--- src/rtl/seven_segment_scan.sv ---
`default_nettype none
// ============================================================================
// seven_segment_scan : multiplexed hex display scanner with frame-synced loads
// Optional macro LEADING_ZERO_BLANK_EN blanks leading zero digits. Rev 1.0
// ============================================================================
module seven_segment_scan #(
  parameter int DIGITS    = 4,
  parameter int SCAN_DIV  = 50000,
  parameter int BLANK_CYC = 2
) (
  input  logic                iclk,
  input  logic                irst,
  input  logic [4*DIGITS-1:0] inum,
  input  logic [DIGITS-1:0]   idp,
  input  logic                iload,
  input  logic                ien,
  output logic [7:0]          oseg,
  output logic [DIGITS-1:0]   odig
);

  localparam int PW = (SCAN_DIV > 1) ? $clog2(SCAN_DIV) : 1;
  localparam int IW = (DIGITS > 1) ? $clog2(DIGITS) : 1;
  localparam logic [PW-1:0] PRESC_MAX = PW'(SCAN_DIV - 1);
  localparam logic [PW-1:0] BLANK_END = PW'(BLANK_CYC);
  localparam logic [IW-1:0] IDX_MAX   = IW'(DIGITS - 1);

  logic [PW-1:0]       presc_q, presc_d;
  logic [IW-1:0]       idx_q, idx_d;
  logic [4*DIGITS-1:0] stg_num_q, stg_num_d, sh_num_q, sh_num_d;
  logic [DIGITS-1:0]   stg_dp_q, stg_dp_d, sh_dp_q, sh_dp_d;
  logic                pend_q, pend_d;
  logic [7:0]          seg_q, seg_d;
  logic [DIGITS-1:0]   dig_q, dig_d;

  logic                tick, boundary;
  logic [3:0]          cur_nib;
  logic                cur_dp;
  logic [6:0]          seg7;

  function automatic logic [6:0] hex7(input logic [3:0] n);
    case (n)
      4'h0: hex7 = 7'h3F;  4'h1: hex7 = 7'h06;  4'h2: hex7 = 7'h5B;  4'h3: hex7 = 7'h4F;
      4'h4: hex7 = 7'h66;  4'h5: hex7 = 7'h6D;  4'h6: hex7 = 7'h7D;  4'h7: hex7 = 7'h07;
      4'h8: hex7 = 7'h7F;  4'h9: hex7 = 7'h6F;  4'hA: hex7 = 7'h77;  4'hB: hex7 = 7'h7C;
      4'hC: hex7 = 7'h39;  4'hD: hex7 = 7'h5E;  4'hE: hex7 = 7'h79;  default: hex7 = 7'h71;
    endcase
  endfunction

  always_comb begin
    cur_nib = 4'h0;
    cur_dp  = 1'b0;
    for (int k = 0; k < DIGITS; k++) begin
      if (idx_q == IW'(k)) begin
        cur_nib = sh_num_q[4*k +: 4];
        cur_dp  = sh_dp_q[k];
      end
    end
  end

`ifdef LEADING_ZERO_BLANK_EN
  logic lz_cur;
  logic lz_run;

  // A digit is blanked only while it and every more-significant digit are zero.
  always_comb begin
    lz_cur = 1'b0;
    lz_run = 1'b1;
    for (int k = DIGITS - 1; k >= 1; k--) begin
      lz_run = lz_run && (sh_num_q[4*k +: 4] == 4'h0);
      if (idx_q == IW'(k)) lz_cur = lz_run;
    end
  end

  assign seg7 = lz_cur ? 7'h7F : ~hex7(cur_nib);
`else
  assign seg7 = ~hex7(cur_nib);
`endif

  always_comb begin
    tick     = (presc_q == PRESC_MAX);
    boundary = tick && (idx_q == IDX_MAX);
    presc_d  = tick ? '0 : presc_q + 1'b1;
    idx_d    = idx_q;
    if (tick) idx_d = (idx_q == IDX_MAX) ? '0 : idx_q + 1'b1;

    stg_num_d = stg_num_q;
    stg_dp_d  = stg_dp_q;
    sh_num_d  = sh_num_q;
    sh_dp_d   = sh_dp_q;
    pend_d    = pend_q;
    if (iload) begin
      stg_num_d = inum;
      stg_dp_d  = idp;
      pend_d    = 1'b1;
    end
    // The shadow only moves at a frame boundary; a coincident load bypasses staging.
    if (boundary) begin
      if (iload) begin
        sh_num_d = inum;
        sh_dp_d  = idp;
      end else if (pend_q) begin
        sh_num_d = stg_num_q;
        sh_dp_d  = stg_dp_q;
      end
      pend_d = 1'b0;
    end

    seg_d = 8'hFF;
    dig_d = '1;
    if (ien && !(presc_q < BLANK_END)) begin
      seg_d = {~cur_dp, seg7};
      dig_d = ~(DIGITS'(1) << idx_q);
    end
  end

  always_ff @(posedge iclk) begin
    if (irst) begin
      presc_q   <= '0;
      idx_q     <= '0;
      stg_num_q <= '0;
      stg_dp_q  <= '0;
      sh_num_q  <= '0;
      sh_dp_q   <= '0;
      pend_q    <= 1'b0;
      seg_q     <= 8'hFF;
      dig_q     <= '1;
    end else begin
      presc_q   <= presc_d;
      idx_q     <= idx_d;
      stg_num_q <= stg_num_d;
      stg_dp_q  <= stg_dp_d;
      sh_num_q  <= sh_num_d;
      sh_dp_q   <= sh_dp_d;
      pend_q    <= pend_d;
      seg_q     <= seg_d;
      dig_q     <= dig_d;
    end
  end

  assign oseg = seg_q;
  assign odig = dig_q;

endmodule
`default_nettype wire

--- config.mk ---
export PLATFORM = sky130hd
export DESIGN_NAME = seven_segment_scan
export DESIGN_NICKNAME = d
export VERILOG_FILES = /design/src/rtl/seven_segment_scan.sv
export SDC_FILE = /design/constraint.sdc
export NUM_CORES = 1
export LEC_CHECK = 0
export CORE_MARGIN = 2
export CORE_UTILIZATION = 52
export CTS_CLUSTER_DIAMETER = 50
export CTS_CLUSTER_SIZE = 30
export DETAILED_ROUTE_END_ITERATION = 10
export PLACE_DENSITY = 0.75
export SETUP_SLACK_MARGIN = 0.15
export SLEW_MARGIN = 20
export SYNTH_ARGS = -nofsm -noshare
export SYNTH_HDL_FRONTEND = slang
export SYNTH_SLANG_ARGS = --single-unit
--- constraint.sdc ---
create_clock -name iclk -period 2.66 [get_ports iclk]
set_clock_uncertainty 0.1 [all_clocks]
set_input_delay 0.532 -clock iclk [delete_from_list [all_inputs] [get_ports iclk]]
set_output_delay 0.532 -clock iclk [all_outputs]
set_load 0.1 [all_outputs]
==> results_dict.tcl <==
set metrics [dict create \
    switching_share_pct 24.2 \
    crit_fanout 9 \
    start_util_pct 54.1 \
    cts_tree "built" \
    drt-pass1-iter-count 4 \
    finalWirelength_um 5680 \
    p_int_mw 1.49 \
    fin_hold_ws_ns 0.371 \
    clockBufferDepth 2 \
    grt_max_degree 21 \
    setup_slack_ns 0.270 \
    dp_slack_ns 0.215 \
    die_h_um 82.7 \
    wl_per_cell_um 13.2 \
    maxSlewViolCount 0 \
    nets 387 \
    fmax_mhz 418 \
    status "finished, final reports clean" \
    yosysSeqAreaShare_pct 44.1 \
    synth_warnings 0 \
    grt_remaining_overflow 0 \
    total_power_mw 1.97 \
    fp.dieArea_um2 6850 \
    seqPwrFrac_pct 55.9 \
    slew_headroom_pct 63.1 \
    final_cell_mix "71 x dfxtp_1, 41 x nor2_1, 26 x mux2i_1" \
    route.met2.wl_um 2550 \
    track_usage_pct 18.3 \
    syn_nets 345 \
    grt_pass1_wl_um 9320 \
    p_clk_share_pct 35.9 \
    max-vdd-ir-drop_uv 402 \
    grt_antenna_before_repair 0 \
    core_area_um2 5960 \
    cts_num_sinks 71 \
    synthArstFlopShare_pct 0 \
    p_sw_mw 0.476 \
    drv_cap 0 \
    grt_pass1_vias 2097 \
    reg2reg_depth 10 \
    clockRootBuffer "clkbuf_8" \
    final_antenna_net_count 0 \
    cp-start-kind "flip-flop" \
    met1Wirelength_um 2790 \
    gp_congestion 0.829 \
    route.detailed.drc 0 \
    hold_depth 1 \
    drt-initial-drc-count 89 \
    fin_tns_setup_ns 0 \
    tightest_slew_ns 0.553 \
    grt_setup_unrepaired "no" \
    setup_viol 0 \
    clk_pin_slew_ns 0.07 \
    die_w_um 82.7 \
    setup.worst_path.end_class "flip-flop" \
    crit_type "flip-flop to flip-flop" \
    cellLeakagePower_nw 1.62 \
    dp_hpwl_um 4010 \
    timing.final.crit_share_pct 89.8 \
    ctsHoldBuffers 0 \
    clock_latency_ns 0.34 \
    cp.arrival_ns 2.57 \
    route.met3.wl_um 248 \
    rows 28 \
    synth_seq_cells 71 \
    synth_edf_count 0 \
    cts_buffers 9 \
    synth_flop_cell "dfxtp_1" \
    port_buffers 35 \
    drive_above_1_share_pct 19.2 \
    seqCellArea_um2 1420 \
    avgSynthCellArea_um2 10.4 \
    crit_required_ns 2.85 \
    synth_cell_types 46 \
    synthToLayoutAreaGrowth_pct 17.7 \
    syn_area_um2 3220 \
    cts_max_level 3 \
    synthCells 309 \
    comb_power_share_pct 8.2 \
    final.min_clock_period_ns 2.39 \
    antenna-diode-count 0 \
    nFillCells 531 \
    top_layer_used "met4" \
    io_pins 36 \
    final_common_cell "dfxtp_1" \
    hold_path_class "flip-flop to flip-flop" \
    vias_per_cell 5.08 \
    multiInputGateArea_um2 1680 \
    power-per-cell-area_nw_per_um2 519 \
    hold_viol_final 0 \
    vias 2184 \
]
-- cells in the mapped netlist, drive strengths merged, types with 2 or more instances --
cell type | number | area, um2
dfxtp | 71 | 1420
nor2 | 42 | 158
mux2i | 26 | 260
mux2 | 23 | 334
nand2 | 23 | 86.3
and2b | 15 | 113
buf | 12 | 87.6
ha | 12 | 150
inv | 9 | 33.8
xor2 | 9 | 78.8
nor2b | 7 | 43.8
a21oi | 5 | 28.8
nand3 | 5 | 25.0
xnor2 | 5 | 43.8
nand2b | 4 | 25.0
nand3b | 4 | 30.0
a311oi | 3 | 50.1
and4 | 3 | 27.5
nand4 | 3 | 18.8
nor3 | 3 | 15.0
nor4 | 3 | 33.8
o211ai | 3 | 22.5
o21ai | 3 | 15.0
clkbuf | 2 | 7.51
nor3b | 2 | 15.0
o221ai | 2 | 17.5
-- path summary, 6_finish.rpt --
check	start	endpoint	slack, ns
worst max-delay path	idx_q[0]	oseg[3]	0.27
worst min-delay path	presc_q[0]	presc_q[0]	0.37
worst max register to register	idx_q[0]	oseg[3]	0.27
worst min register to register	presc_q[0]	presc_q[0]	0.37
-- routing by layer --
| metal | GRT usage, % | up-vias |
|---|---|---|
| met1 | 22.7 | 1007 |
| met3 | 6.85 | 7 |
| li1 | - | 1133 |
| met5 | 0 | - |
| met2 | 29.0 | 37 |
| met4 | 6.89 | 0 |
-- flip-flops by register name (all words and copies together) (netlist names) --
signal and count:
idx_q 2, pend_q 1, presc_q 16, sh_dp_q 4
odig 4, sh_num_q 16, stg_dp_q 4, oseg 8
stg_num_q 16
-- cells by family after synthesis --
family                     synth area share [%]
xor gates and xnor gates                   3.80
muxes                                      18.4
adders and majority gates                  4.66
AOI/OAI and AO/OA                          4.81
DFF                                        44.1
buffers and inverters                      4.00
and+or+nand+nor                            20.2
-- repair_timing --
| item | 4_1_cts | 5_1_grt |
|---|---|---|
| gates resized for setup | 0 | 2 |
| endpoints found under the hold margin | 0 | 0 |
| endpoints found under the setup margin | 0 | 3 |
| setup buffers | 0 | 2 |
-- area by class of cell --
cell class | count | share of cell area, %
clock buffers | 12 | 3.56
inverters | 9 | 0.890
multi-input cells | 215 | 44.3
flip-flops and latches | 71 | 37.4
clock inverters | 3 | 0.560
repair buffers | 45 | 10.7
well taps | 75 | 2.47
-- through the flow --
step / utilization (%) / instances / instance area [um2]
finish: 63.7 / 430 / 3800
global route: 63.7 / 430 / 3800
CTS: 63.3 / 428 / 3770
detailed placement: 60.7 / 413 / 3620
global placement: 60.7 / 413 / 3620
floorplan: - / 309 / 3220
-- power by group through the flow --
stage | Sequential, mW | Combinational (mW) | Clock, mW
after floorplan | 1.16 | 0.0662 | 0
after global placement | 1.12 | 0.161 | 0
after detailed placement | 1.13 | 0.164 | 0
after CTS | 1.10 | 0.164 | 0.737
after global routing | 1.10 | 0.176 | 0.774
final | 1.10 | 0.162 | 0.708
-- critical path, stage by stage (launching register included) --
cell     delay (ns)
dfxtp_1        0.41
inv_1          0.09
ha_1           0.32
a21oi_1        0.15
o21ai_0        0.12
a22o_1         0.27
inv_1          0.15
ha_1           0.27
mux2i_1        0.10
mux2_2         0.27
nand2_1        0.06
(Power assumes the default switching activity.)
